$ cat config.mk
export PLATFORM = sky130hd
export DESIGN_NAME = pipe_ctrl_flat
export DESIGN_NICKNAME = d
export VERILOG_FILES = /design/src/rtl/pipe_ctrl_pkg.sv /design/src/rtl/pipe_ctrl_if.sv /design/src/rtl/pipe_ctrl_sat_counter.sv /design/src/rtl/pipe_ctrl.sv /design/src/flat_wrapper.sv
export SDC_FILE = /design/constraint.sdc
export NUM_CORES = 1
export LEC_CHECK = 0
export BUFFER_PORTS_ARGS = -buffer_cell sky130_fd_sc_hd__buf_2
export CAP_MARGIN = 20
export CORE_MARGIN = 3
export CORE_UTILIZATION = 51
export DETAILED_ROUTE_END_ITERATION = 12
export PLACE_DENSITY = 0.78
export SYNTH_ARGS = -nofsm -noshare
export SYNTH_HDL_FRONTEND = slang
export SYNTH_SLANG_ARGS = --single-unit
$ cat constraint.sdc
create_clock -name clk -period 3.5 [get_ports clk]
set_input_delay 0 -clock clk [delete_from_list [all_inputs] [get_ports clk]]
set_output_delay 0 -clock clk [all_outputs]
set_load 0.05 [all_outputs]
$ cat src/rtl/pipe_ctrl_pkg.sv
// Shared definitions for the pipeline sequencer: stall masks, default
// exception targets, FSM state encoding and the stall-request priority merge.
package pipe_ctrl_pkg;

    // Stall masks, bit order [0]PC [1]IF [2]ID [3]EX [4]MEM [5]WB; 1 = hold
    localparam logic [5:0] STALL_MEM  = 6'b011111;
    localparam logic [5:0] STALL_EX   = 6'b001111;
    localparam logic [5:0] STALL_ID   = 6'b000111;
    localparam logic [5:0] STALL_IF   = 6'b000011;
    localparam logic [5:0] STALL_NONE = 6'b000000;

    localparam logic [31:0] EXC_VECTOR_DEF    = 32'h0000_0020;
    localparam logic [31:0] ERET_CODE_DEF     = 32'h0000_000e;
    localparam logic [15:0] STALL_TIMEOUT_DEF = 16'd1024;

    typedef enum logic {
        RUN  = 1'b0,
        PEND = 1'b1
    } state_t;

    // The deepest stage asking for a stall decides the mask, since holding a
    // later stage implies holding everything upstream of it.
    function automatic logic [5:0] stall_merge(input logic req_if, input logic req_id,
                                               input logic req_ex, input logic req_mem);
        logic [5:0] m;
        m = STALL_NONE;
        if (req_mem)     m = STALL_MEM;
        else if (req_ex) m = STALL_EX;
        else if (req_id) m = STALL_ID;
        else if (req_if) m = STALL_IF;
        return m;
    endfunction

endpackage

$ cat src/rtl/pipe_ctrl_if.sv
// Bundle of stall requests, exception inputs and sequencer outputs.
// master = the core side driving requests; slave = pipe_ctrl itself.
interface pipe_ctrl_if;
    logic        stallreq_if;
    logic        stallreq_id;
    logic        stallreq_ex;
    logic        stallreq_mem;
    logic [31:0] excepttype_i;
    logic [31:0] cp0_epc_i;
    logic [5:0]  stall;
    logic        flush;
    logic [31:0] new_pc;
    logic        exc_pending;
    logic [31:0] stall_cnt;
    logic [15:0] flush_cnt;
    logic        wdog_trip;

    modport master (
        output stallreq_if, stallreq_id, stallreq_ex, stallreq_mem,
        output excepttype_i, cp0_epc_i,
        input  stall, flush, new_pc, exc_pending, stall_cnt, flush_cnt, wdog_trip
    );

    modport slave (
        input  stallreq_if, stallreq_id, stallreq_ex, stallreq_mem,
        input  excepttype_i, cp0_epc_i,
        output stall, flush, new_pc, exc_pending, stall_cnt, flush_cnt, wdog_trip
    );
endinterface

$ cat src/rtl/pipe_ctrl_sat_counter.sv
// Up-counter with synchronous clear and enable that sticks at all-ones.
module pipe_ctrl_sat_counter #(
    parameter int W = 16
) (
    input  logic         clk,
    input  logic         rst,
    input  logic         clr,
    input  logic         en,
    output logic [W-1:0] cnt
);

    // Clear has priority over counting; the all-ones value is held forever.
    always_ff @(posedge clk or posedge rst) begin
        if (rst)
            cnt <= '0;
        else if (clr)
            cnt <= '0;
        else if (en && (cnt != '1))
            cnt <= cnt + 1'b1;
    end

endmodule

$ cat src/rtl/pipe_ctrl.sv
// Pipeline sequencer for the 5-stage core: merges stall requests, takes
// MEM-stage exceptions/ERET (deferring them while MEM is stalled), and keeps
// stall/flush statistics plus a stall watchdog.
module pipe_ctrl
    import pipe_ctrl_pkg::*;
#(
    parameter logic [31:0] EXC_VECTOR    = EXC_VECTOR_DEF,
    parameter logic [31:0] ERET_CODE     = ERET_CODE_DEF,
    parameter logic [15:0] STALL_TIMEOUT = STALL_TIMEOUT_DEF
) (
    input  logic         clk,
    input  logic         rst,
    pipe_ctrl_if.slave   bus
);

    // Watchdog trips on the edge that would bring the run count to the timeout
    localparam logic [15:0] WDOG_LAST = STALL_TIMEOUT - 16'd1;

    state_t      state;
    state_t      state_nxt;
    logic [31:0] pend_type;
    logic [31:0] take_type;
    logic        take;
    logic        latch_pend;
    logic [5:0]  req_vec;
    logic        stall_any;
    logic        run_clr;
    logic [15:0] run_cnt;
    logic        wdog_q;

    assign req_vec = stall_merge(bus.stallreq_if, bus.stallreq_id,
                                 bus.stallreq_ex, bus.stallreq_mem);

    // FSM state register; reset drops any pending exception.
    always_ff @(posedge clk or posedge rst) begin
        if (rst)
            state <= RUN;
        else
            state <= state_nxt;
    end

    // Exception type captured when it arrives during a MEM stall (data only).
    always_ff @(posedge clk) begin
        if (latch_pend)
            pend_type <= bus.excepttype_i;
    end

    // Next-state and take decision; an exception is taken as soon as MEM is free.
    always_comb begin
        state_nxt  = state;
        take       = 1'b0;
        take_type  = bus.excepttype_i;
        latch_pend = 1'b0;
        unique case (state)
            RUN: begin
                if (bus.excepttype_i != '0) begin
                    if (!bus.stallreq_mem) begin
                        take = 1'b1;
                    end else begin
                        latch_pend = 1'b1;
                        state_nxt  = PEND;
                    end
                end
            end
            PEND: begin
                // Older exception wins; anything on excepttype_i now is ignored.
                take_type = pend_type;
                if (!bus.stallreq_mem) begin
                    take      = 1'b1;
                    state_nxt = RUN;
                end
            end
            default: state_nxt = RUN;
        endcase
    end

    // Outputs are forced to their reset values while rst is high so the
    // combinational paths agree with the asynchronously cleared registers.
    assign bus.flush       = take & ~rst;
    assign bus.stall       = (take | rst) ? STALL_NONE : req_vec;
    assign bus.new_pc      = !bus.flush ? 32'h0 :
                             (take_type == ERET_CODE) ? bus.cp0_epc_i : EXC_VECTOR;
    assign bus.exc_pending = (state == PEND);
    assign bus.wdog_trip   = wdog_q;

    assign stall_any = |bus.stall;
    assign run_clr   = ~stall_any | bus.flush;

    pipe_ctrl_sat_counter #(.W(32)) u_stall_cnt (
        .clk (clk),
        .rst (rst),
        .clr (1'b0),
        .en  (stall_any),
        .cnt (bus.stall_cnt)
    );

    pipe_ctrl_sat_counter #(.W(16)) u_flush_cnt (
        .clk (clk),
        .rst (rst),
        .clr (1'b0),
        .en  (bus.flush),
        .cnt (bus.flush_cnt)
    );

    pipe_ctrl_sat_counter #(.W(16)) u_run_cnt (
        .clk (clk),
        .rst (rst),
        .clr (run_clr),
        .en  (stall_any),
        .cnt (run_cnt)
    );

    // Sticky watchdog flag: set once the stall run reaches STALL_TIMEOUT cycles.
    always_ff @(posedge clk or posedge rst) begin
        if (rst)
            wdog_q <= 1'b0;
        else if (stall_any && (run_cnt >= WDOG_LAST))
            wdog_q <= 1'b1;
    end

endmodule
$ cat src/flat_wrapper.sv
// flat-port wrapper written by rule: the top's interface ports become plain ports
module pipe_ctrl_flat import pipe_ctrl_pkg::*;
#(
    parameter logic [31:0] EXC_VECTOR    = EXC_VECTOR_DEF,
    parameter logic [31:0] ERET_CODE     = ERET_CODE_DEF,
    parameter logic [15:0] STALL_TIMEOUT = STALL_TIMEOUT_DEF
)
  (clk, rst, bus_stallreq_if, bus_stallreq_id, bus_stallreq_ex, bus_stallreq_mem, bus_excepttype_i, bus_cp0_epc_i, bus_stall, bus_flush, bus_new_pc, bus_exc_pending, bus_stall_cnt, bus_flush_cnt, bus_wdog_trip);
  pipe_ctrl_if bus_i ();
  input  logic clk;
  input  logic rst;
  input wire logic [$bits(bus_i.stallreq_if)-1:0] bus_stallreq_if;
  input wire logic [$bits(bus_i.stallreq_id)-1:0] bus_stallreq_id;
  input wire logic [$bits(bus_i.stallreq_ex)-1:0] bus_stallreq_ex;
  input wire logic [$bits(bus_i.stallreq_mem)-1:0] bus_stallreq_mem;
  input wire logic [$bits(bus_i.excepttype_i)-1:0] bus_excepttype_i;
  input wire logic [$bits(bus_i.cp0_epc_i)-1:0] bus_cp0_epc_i;
  output wire logic [$bits(bus_i.stall)-1:0] bus_stall;
  output wire logic [$bits(bus_i.flush)-1:0] bus_flush;
  output wire logic [$bits(bus_i.new_pc)-1:0] bus_new_pc;
  output wire logic [$bits(bus_i.exc_pending)-1:0] bus_exc_pending;
  output wire logic [$bits(bus_i.stall_cnt)-1:0] bus_stall_cnt;
  output wire logic [$bits(bus_i.flush_cnt)-1:0] bus_flush_cnt;
  output wire logic [$bits(bus_i.wdog_trip)-1:0] bus_wdog_trip;
  assign bus_i.stallreq_if = bus_stallreq_if;
  assign bus_i.stallreq_id = bus_stallreq_id;
  assign bus_i.stallreq_ex = bus_stallreq_ex;
  assign bus_i.stallreq_mem = bus_stallreq_mem;
  assign bus_i.excepttype_i = bus_excepttype_i;
  assign bus_i.cp0_epc_i = bus_cp0_epc_i;
  assign bus_stall = bus_i.stall;
  assign bus_flush = bus_i.flush;
  assign bus_new_pc = bus_i.new_pc;
  assign bus_exc_pending = bus_i.exc_pending;
  assign bus_stall_cnt = bus_i.stall_cnt;
  assign bus_flush_cnt = bus_i.flush_cnt;
  assign bus_wdog_trip = bus_i.wdog_trip;
  pipe_ctrl #(.EXC_VECTOR(EXC_VECTOR), .ERET_CODE(ERET_CODE), .STALL_TIMEOUT(STALL_TIMEOUT)) u_core (.clk(clk), .rst(rst), .bus(bus_i));
endmodule
==> results.py, run 1 <==
metrics = {
    "timing": {
        "fmax_mhz": 321,
        "hold_violations": 0,
        "rsz0062_at_grt": "no",
        "period_minus_slack_ns": 3.11,
        "layout_setup_ws_ns": 0.386,
        "setup_viol": 0,
        "worstMarginPinSlew_ns": 0.848,
        "min_period_over_period_pct": 89.0,
        "skew_ns": 0.00943,
        "relSlewSlack_pct": 43.4,
        "slew_viol_final": 0,
        "finalSetupTns_ns": 0,
        "whs_ns": 0.0401,
    },
    "global_routing": {
        "antenna_found_initial": 3,
        "grt.total_usage_pct": 24.1,
        "grt_pass1_wl_mm": 19.7,
        "grt_pass1_vias": 4037,
        "grt_max_degree": 67,
        "gr-total-overflow": 0,
    },
    "finish": {
        "synthToLayoutAreaGrowth_pct": 29.5,
        "drive_gt1_share_pct": 31.0,
        "mostFrequentLayoutCell": "buf_2",
        "nets": 701,
        "layout_common_cells": "buf_2 (157), dfrtp_1 (66), xnor2_1 (41)",
        "utilization_pct": 69.5,
        "design_area_um2": 6210,
    },
    "synth": {
        "ys_seq_elements": 98,
        "synthArstFlopShare_pct": 67.3,
        "syn_avg_cell_area_um2": 11.0,
        "syn_nets": 508,
        "synth_edf_count": 32,
        "synth-compound-area-share_pct": 3.60,
        "synth_mux_area_share_pct": 1.85,
        "synth_top_family_by_area": "simple AND/OR/NAND/NOR gates",
        "ys.flop_type": "dfrtp_1",
        "synth_cells": 435,
        "ys_seq_area_share_pct": 54.5,
        "synth_warnings": 0,
        "synthXorXnorAreaFrac_pct": 9.50,
        "synth_simple_gate_area_share_pct": 27.5,
        "synth_area_um2": 4800,
        "synth.distinct_cells": 50,
        "synthAdderAreaFrac_pct": 0.783,
    },
    "critical_path": {
        "rr_startpoint": "u_core.bus.exc_pending",
        "max_stage_delay_ns": 0.67,
        "startpoint": "bus_excepttype_i[16]",
        "cp-start-kind": "primary input",
        "worstSetupEndpointType": "output port",
        "cp.arrival_ns": 3.11,
        "worst-setup-path-type": "primary input to output port",
        "required_ns": 3.50,
        "crit_end": "bus_new_pc[8]",
        "reg2reg_depth": 8,
        "cp_slowest_cell": "a21oi_2",
        "cp_common_cell": "buf_2",
        "r2r_end": "u_core.u_stall_cnt.cnt[1]",
        "path_max_fanout": 31,
        "crit_chain": "dlygate4sd3_1 > buf_2 > nor4_1 > nand4_2 > or3_1 > a21oi_2 > and2_1 > buf_2",
        "rrSetupSlack_ns": 1.15,
    },
    "clock_network": {
        "cts_resized": 0,
        "numCtsBuffers": 9,
        "htreeDepth": 3,
        "clock-root-buffer": "clkbuf_8",
        "cts_hold_buf": 33,
        "path_clk_slew_ns": 0.10,
        "clkLatencyLatePin_ns": 0.36,
        "cts_setup_buffers": 0,
        "cts.sink_count": 98,
        "cts_buffer_depth": 2,
        "cts_tree": "done",
    },
    "detailed_routing": {
        "via_count": 4234,
        "detail-route-antenna-nets": 0,
        "drt_iter0_drc": 261,
        "drtPass1Iterations": 5,
        "via_per_inst": 5.69,
        "wirelength_mm": 12.5,
        "drc_errors": 0,
        "wl_per_cell_um": 16.8,
    },
    "power_and_ir_drop": {
        "p_leak_nw": 2.86,
        "peakVddDrop_mv": 0.355,
        "power_frac_clock_pct": 25.4,
        "power.share.sequential_pct": 51.1,
        "p_comb_share_pct": 23.5,
        "p_int_mw": 1.74,
        "powerDensity_nw_per_um2": 437,
        "swShare_pct": 35.9,
        "switchingPower_mw": 0.975,
    },
    "die": {
        "die_y_um": 103,
        "die_w_um": 103,
        "core_um2": 8930,
        "die_area_um2": 10600,
        "rows": 34,
        "start_util_pct": 53.7,
        "io_pins": 159,
    },
    "run": {
        "cap_violations": 0,
    },
    "place": {
        "place_area_um2": 5690,
        "place_ws_ns": 0.918,
        "routabilityCongestion": 0.825,
        "io_buffer_count": 157,
        "hpwlAfterDp_mm": 8.30,
    },
    "hold_path": {
        "hp-class": "primary input to register",
        "min_path_cells": 3,
    },
    "run_status": {
        "status": "complete, no violations",
    },
}
-- per-stage QoR --
| step | total power [mW] | instances |
|---|---|---|
| CTS | 2.73 | 741 |
| global placement | 2.00 | 692 |
| detailed placement | 2.02 | 692 |
| floorplan | 1.83 | 435 |
| global route | 2.84 | 744 |
| finish | 2.72 | 744 |
-- cells by family after synthesis --
family / Yosys count
simple gates: 228
flops: 98
xor+xnor: 52
compound gates: 24
buf+inv: 21
mux: 8
fa+ha+maj: 3
other cells: 1
-- synthesized netlist by cell type (all sizes together), types with 9 or more instances --
cell,instances,share of area [%]
dfrtp,66,34
xnor2,41,7.5
and2,35,4.6
nor2,35,2.8
edfxtp,32,20
nand3,31,3.2
nand4,29,3.9
nand2,22,1.7
nor3,18,2.1
and3,16,2.1
nor4,15,2.3
a21oi,11,1.2
xor2,11,2.0
and4,9,1.6
-- power groups by stage --
stage | Combinational (mW) | Clock [mW] | Sequential (mW)
3_5_place_dp | 0.609 | 0 | 1.41
4_1_cts | 0.639 | 0.706 | 1.38
5_1_grt | 0.680 | 0.754 | 1.40
3_3_place_gp | 0.598 | 0 | 1.40
2_1_floorplan | 0.180 | 0 | 1.65
6_report | 0.639 | 0.689 | 1.39
-- flip-flops by register name, indices dropped and copies added (netlist names) --
signal	cells
u_core.bus.exc_pending	1
u_core.bus.wdog_trip	1
u_core.pend_type	32
u_core.u_flush_cnt.cnt	16
u_core.u_run_cnt.cnt	16
u_core.u_stall_cnt.cnt	32
-- routing by layer --
layer | vias up | share of wire, % | global-route usage (%)
li1 | 1965 | - | -
met1 | 1973 | 38 | 28.4
met2 | 237 | 50 | 40.2
met3 | 59 | 7.3 | 4.40
met4 | 0 | 5.1 | 15.5
met5 | - | 0 | 0
-- worst min-delay path by stage --
stage / startpoint / end / slack [ns]
floorplan: bus_excepttype_i[0] / u_core.pend_type[0] / 0.1
finish: bus_stallreq_mem / u_core.bus.exc_pending / 0.04
detailed placement: bus_excepttype_i[20] / u_core.pend_type[20] / 0.20
global placement: bus_excepttype_i[22] / u_core.pend_type[22] / 0.19
CTS: bus_stallreq_mem / u_core.bus.exc_pending / 0.008
global route: bus_stallreq_mem / u_core.bus.exc_pending / 0.06
-- layout make-up --
class	count	area, um2
Fill cell	646	2730
Multi-Input combinational cell	316	2080
Inverter	7	27.5
Clock buffer	9	124
Antenna cell	3	7.51
Timing Repair Buffer	196	1160
Sequential cell	98	2610
Clock inverter	7	58.8
Tap cell	108	135
-- critical path: cells and delay by family --
family	cells	cell delay [ns]
AO/OA/AOI/OAI	1	0.67
buffers and inverters	3	0.96
AND/OR/NAND/NOR	4	1.48
Power figures use the tool's default switching activity.
==> run 2: changes to the inputs <==
Settings changed: ABC_AREA set to 1, CORE_UTILIZATION 51 to 53.
==> results.py, run 2 <==
metrics = {
    "run_status": {
        "status": "complete, no violations",
    },
    "clock_network": {
        "clkLatencyLatePin_ns": 0.38,
        "numCtsBuffers": 9,
        "cts_resized": 0,
        "clock-root-buffer": "clkbuf_8",
        "cts.sink_count": 98,
        "htreeDepth": 3,
        "cts_tree": "done",
        "path_clk_slew_ns": 0.08,
        "cts_buffer_depth": 2,
    },
    "critical_path": {
        "cp.arrival_ns": 2.76,
        "worstSetupEndpointType": "output port",
        "required_ns": 3.50,
        "worst-setup-path-type": "primary input to output port",
        "cp-start-kind": "primary input",
        "path_max_fanout": 32,
    },
    "synth": {
        "ys_seq_area_share_pct": 45.7,
        "yosys-top-cells-count": "nand2_1 (268), nor2_1 (137), dfrtp_1 (66)",
        "ys.flop_type": "dfrtp_1",
        "yosysTopAreaCell": "dfrtp_1",
        "synthAdderAreaFrac_pct": 0.657,
        "synth_edf_count": 32,
        "netlist.area_leader.share_pct": 28.9,
        "synth-compound-area-share_pct": 2.19,
        "synth_area_leaders": "dfrtp_1 (29%), nand2_1 (18%), edfxtp_1 (17%)",
        "synth_most_common_cell": "nand2_1",
        "synth.distinct_cells": 33,
        "syn_nets": 839,
        "synth_warnings": 0,
        "synthArstFlopShare_pct": 67.3,
        "synth_mux_area_share_pct": 0,
        "ys_seq_elements": 98,
        "synth_top_family_by_area": "simple AND/OR/NAND/NOR gates",
        "synth_area_um2": 5710,
        "syn_avg_cell_area_um2": 7.46,
        "synth_cells": 766,
        "synth_simple_gate_area_share_pct": 39.8,
        "synthXorXnorAreaFrac_pct": 5.98,
    },
    "place": {
        "routabilityCongestion": 1.02,
        "hpwlAfterDp_mm": 11.3,
        "io_buffer_count": 157,
        "place_area_um2": 6590,
    },
    "detailed_routing": {
        "drt_iter0_drc": 373,
        "via_count": 5658,
        "drtPass1Iterations": 6,
        "wirelength_mm": 16.3,
        "drc_errors": 0,
        "wl_per_cell_um": 14.9,
        "detail-route-antenna-nets": 0,
        "via_per_inst": 5.19,
    },
    "finish": {
        "mostFrequentLayoutCell": "nand2_1",
        "design_area_um2": 7140,
        "largest_registers": "u_core.pend_type x32, u_core.u_stall_cnt.cnt x32",
        "diodes": 0,
        "seq_area_um2": 2610,
        "drive_gt1_share_pct": 20.2,
        "synthToLayoutAreaGrowth_pct": 25.0,
        "layout_common_cells": "nand2_1 (268), buf_2 (157), nor2_1 (137)",
        "multi_input_area_um2": 2790,
        "nets": 1023,
        "nFillCells": 909,
    },
    "timing": {
        "finalSetupTns_ns": 0,
        "setup_viol": 0,
        "min_period_over_period_pct": 78.9,
        "hold_violations": 0,
        "rsz0062_at_grt": "no",
        "worstMarginPinSlew_ns": 1.00,
        "period_minus_slack_ns": 2.76,
        "slew_viol_final": 0,
        "whs_ns": 0.0528,
        "fmax_mhz": 362,
        "skew_ns": 0.0201,
        "relSlewSlack_pct": 33.0,
    },
    "hold_path": {
        "hp-class": "primary input to register",
    },
    "die": {
        "rows": 37,
        "io_pins": 159,
        "die_y_um": 110,
        "die_area_um2": 12100,
        "start_util_pct": 54.8,
        "die_w_um": 110,
        "core_um2": 10400,
    },
    "power_and_ir_drop": {
        "swShare_pct": 31.4,
        "power.share.sequential_pct": 50.8,
        "p_leak_nw": 3.43,
        "switchingPower_mw": 0.817,
        "peakVddDrop_mv": 0.446,
        "p_int_mw": 1.79,
        "power_mw": 2.61,
        "p_comb_share_pct": 18.5,
        "power_frac_clock_pct": 30.7,
        "powerDensity_nw_per_um2": 365,
    },
    "run": {
        "cap_violations": 0,
    },
    "global_routing": {
        "antenna_found_initial": 0,
        "grt_pass1_vias": 5039,
        "grt.total_usage_pct": 27.3,
        "gr-total-overflow": 0,
        "grt_max_degree": 43,
        "grt_pass1_wl_mm": 25.4,
    },
}
run 2: metrics by stage:
stage | cells | setup slack [ns] | util [%]
2_1_floorplan | 766 | 0.164 | -
3_3_place_gp | 1042 | 1.27 | 63.3
3_5_place_dp | 1042 | 1.21 | 63.3
4_1_cts | 1091 | 0.907 | 68.6
5_1_grt | 1091 | 0.546 | 68.6
6_report | 1091 | 0.739 | 68.6
run 2: cell families (layout without fill, tap and decap cells):
| group | count (synthesis) | in the layout |
|---|---|---|
| buf+inv | 72 | 261 |
| other cells | 1 | 1 |
| xor+xnor | 39 | 39 |
| fa+ha+maj | 3 | 3 |
| compound gates | 21 | 21 |
| simple gates | 532 | 532 |
| flops | 98 | 98 |
run 2: cell type report:
class / count / area share [%]
multi-input cells: 596 / 39.1
flip-flops and latches: 98 / 36.6
repair buffers: 197 / 16.4
inverters: 48 / 2.52
clock inverters: 4 / 0.771
clock buffers: 12 / 2.33
well taps: 136 / 2.38
run 2: worst paths after layout:
kind / from / to / slack, ns / depth (start not counted)
max: bus_excepttype_i[15] / bus_new_pc[3] / 0.74 / 13
min: bus_stallreq_mem / u_core.bus.exc_pending / 0.05 / 3
max reg2reg: u_core.u_stall_cnt.cnt[0] / u_core.u_stall_cnt.cnt[24] / 1.15 / 9
min reg2reg: u_core.bus.wdog_trip / u_core.bus.wdog_trip / 0.48 / 2
max in group asynchronous: rst / u_core.u_run_cnt.cnt[1] / 2.25 / 4
min in group asynchronous: rst / u_core.u_flush_cnt.cnt[1] / 0.32 / 3
run 2: routing by layer:
layer  track usage [%]  part of all wire (%)  vias up
li1                  -                     -     2844
met1              35.5                    43     2519
met2              44.0                    46      261
met3              6.69                   8.4       34
met4              10.3                   2.9        0
met5                 0                     0        -
run 2: what timing repair did:
action | in CTS | in global routing
hold buffers | 33 | 0
setup buffers | 0 | 0
endpoints found under the setup margin | 0 | 0
hold endpoints to repair | 56 | 0
run 2: power groups by stage:
| stage | clock network (mW) | logic, mW | registers [mW] |
|---|---|---|---|
| floorplan | 0 | 0.176 | 1.47 |
| global placement | 0 | 0.443 | 1.34 |
| detailed placement | 0 | 0.448 | 1.34 |
| CTS | 0.815 | 0.478 | 1.32 |
| global route | 0.866 | 0.523 | 1.33 |
| finish | 0.800 | 0.482 | 1.32 |
run 2: worst max-delay path, cell delays in order:
cell           delay [ns]
dlygate4sd3_1        0.60
buf_2                0.17
nor2_1               0.05
nand2_1              0.07
nor2_1               0.04
nand2_1              0.08
nor2_2               0.06
nand2_2              0.09
nand2_2              0.08
nor2_2               0.58
inv_2                0.44
nor2_1               0.22
buf_2                0.28
==> run 3: changes to the inputs <==
Settings changed: CORE_UTILIZATION 53 to 48, PLACE_DENSITY 0.78 to 0.74.
Clock period 3.5 ns to 2.22 ns, I/O delays scaled along.
==> results.py, run 3 (synthesized netlist as in run 2, its figures left out) <==
metrics = {
    "power_and_ir_drop": {
        "p_leak_nw": 3.50,
        "peakVddDrop_mv": 0.513,
        "powerDensity_nw_per_um2": 594,
    },
    "clock_network": {
        "cts_tree": "done",
        "numCtsBuffers": 9,
        "cts_buffer_depth": 2,
        "cts.sink_count": 98,
        "htreeDepth": 3,
        "clock-root-buffer": "clkbuf_16",
        "cts_setup_buffers": 0,
        "path_clk_slew_ns": 0.07,
        "clkLatencyLatePin_ns": 0.35,
    },
    "die": {
        "rows": 39,
        "core_um2": 11500,
        "die_w_um": 115,
        "die_area_um2": 13200,
        "io_pins": 159,
        "start_util_pct": 49.6,
        "die_y_um": 115,
    },
    "timing": {
        "whs_ns": 0.0709,
        "slew_viol_final": 0,
        "relSlewSlack_pct": 51.4,
        "min_period_over_period_pct": 96.7,
        "skew_ns": 0.00732,
        "fmax_mhz": 466,
        "setup_viol": 0,
        "hold_violations": 0,
        "worstMarginPinSlew_ns": 0.729,
        "period_minus_slack_ns": 2.15,
    },
    "global_routing": {
        "grt_pass1_vias": 5284,
        "grt.total_usage_pct": 25.0,
        "antenna_found_initial": 1,
        "grt_max_degree": 59,
        "gr-total-overflow": 0,
        "grt_pass1_wl_mm": 26.2,
    },
    "finish": {
        "synthToLayoutAreaGrowth_pct": 30.3,
        "largest_registers": "u_core.pend_type x32, u_core.u_stall_cnt.cnt x32",
        "layout_common_cells": "nand2_1 (268), nor2_1 (135), buf_2 (126)",
        "nFillCells": 1022,
        "utilization_pct": 64.7,
        "drive_gt1_share_pct": 21.2,
        "mostFrequentLayoutCell": "nand2_1",
        "nets": 1032,
    },
    "place": {
        "io_buffer_count": 157,
        "hpwlAfterDp_mm": 12.0,
        "routabilityCongestion": 0.981,
    },
    "detailed_routing": {
        "drt_iter0_drc": 439,
        "via_per_inst": 5.19,
        "wirelength_mm": 16.9,
        "drc_errors": 0,
        "via_count": 5752,
        "wl_per_cell_um": 15.2,
        "detail-route-antenna-nets": 0,
        "drtPass1Iterations": 7,
    },
    "critical_path": {
        "path_max_fanout": 16,
        "required_ns": 2.22,
        "crit_chain": "inv_2 > nand3_1 > nor3b_1 > nand3_1 > o21ai_4 > clkbuf_16 > nand2_1 > nor2_1 > clkbuf_4",
        "max_stage_delay_ns": 0.42,
        "cp_slowest_cell": "dfrtp_1",
        "worst-setup-path-type": "register to output port",
        "cp-start-kind": "register",
        "cp_common_cell": "nand3_1",
        "cp.arrival_ns": 2.15,
        "worstSetupEndpointType": "output port",
    },
    "hold_path": {
        "hp-class": "primary input to register",
    },
    "run_status": {
        "status": "complete, no violations",
    },
    "run": {
        "cap_violations": 0,
    },
}
run 3: path summary, 6_finish.rpt:
| kind | startpoint | to | slack [ns] | cells past startpoint |
|---|---|---|---|---|
| min in group asynchronous | rst | u_core.u_flush_cnt.cnt[12] | 0.21 | 3 |
| min reg2reg | u_core.bus.wdog_trip | u_core.bus.wdog_trip | 0.47 | 2 |
| max in group asynchronous | rst | u_core.u_run_cnt.cnt[2] | 1.04 | 4 |
| min | bus_stallreq_mem | u_core.bus.exc_pending | 0.07 | 3 |
| max reg2reg | u_core.u_stall_cnt.cnt[1] | u_core.u_stall_cnt.cnt[13] | 0.23 | 10 |
| max | u_core.bus.exc_pending | bus_new_pc[10] | 0.07 | 9 |
run 3: power by group:
part           total, mW  internal [mW]  switching [mW]
Combinational      0.780          0.242           0.537
Sequential          2.08           1.96           0.116
Clock               1.56          0.872           0.692
run 3: repair_timing:
| action | 4_1_cts | 5_1_grt |
|---|---|---|
| setup endpoints to repair | 32 | 32 |
| pin swaps | 0 | 2 |
| hold buffers | 33 | 0 |
| gates resized for setup | 3 | 44 |
| cloned | 0 | 1 |
| hold endpoints to repair | 40 | 0 |
run 3: through the flow:
step	std cells	setup WS, ns	power (mW)	area, um2	setup TNS [ns]
after floorplan	766	-0.000852	2.60	5730	-0.0256
after global placement	1057	0.213	2.83	6680	0
after detailed placement	1057	0.129	2.84	6680	0
after CTS	1106	0.000653	4.45	7320	0
after global routing	1108	-0.0370	4.62	7450	-0.167
final	1108	0.0722	4.42	7450	0
run 3: per-layer routing:
metal / track usage, % / part of all wire (%)
met1: 31.6 / 41
met2: 42.2 / 48
met3: 5.32 / 7.8
met4: 9.39 / 3.1
met5: 0 / 0
run 3: layout make-up:
class	count	area [um2]	share of cell area [%]
diodes	1	2.50	0.0336
clock buffers	9	225	3.02
clock inverters	7	67.6	0.907
inverters	48	186	2.50
multi-input cells	596	2810	37.8
flip-flops and latches	98	2610	35.1
well taps	143	179	2.40
repair buffers	206	1360	18.3
run 3: worst max-delay path, delay by kind of cell, from the launching register on:
family	cells	cell delay, ns
compound gates	1	0.24
flops	1	0.42
simple gates	5	0.57
buf+inv	3	0.56
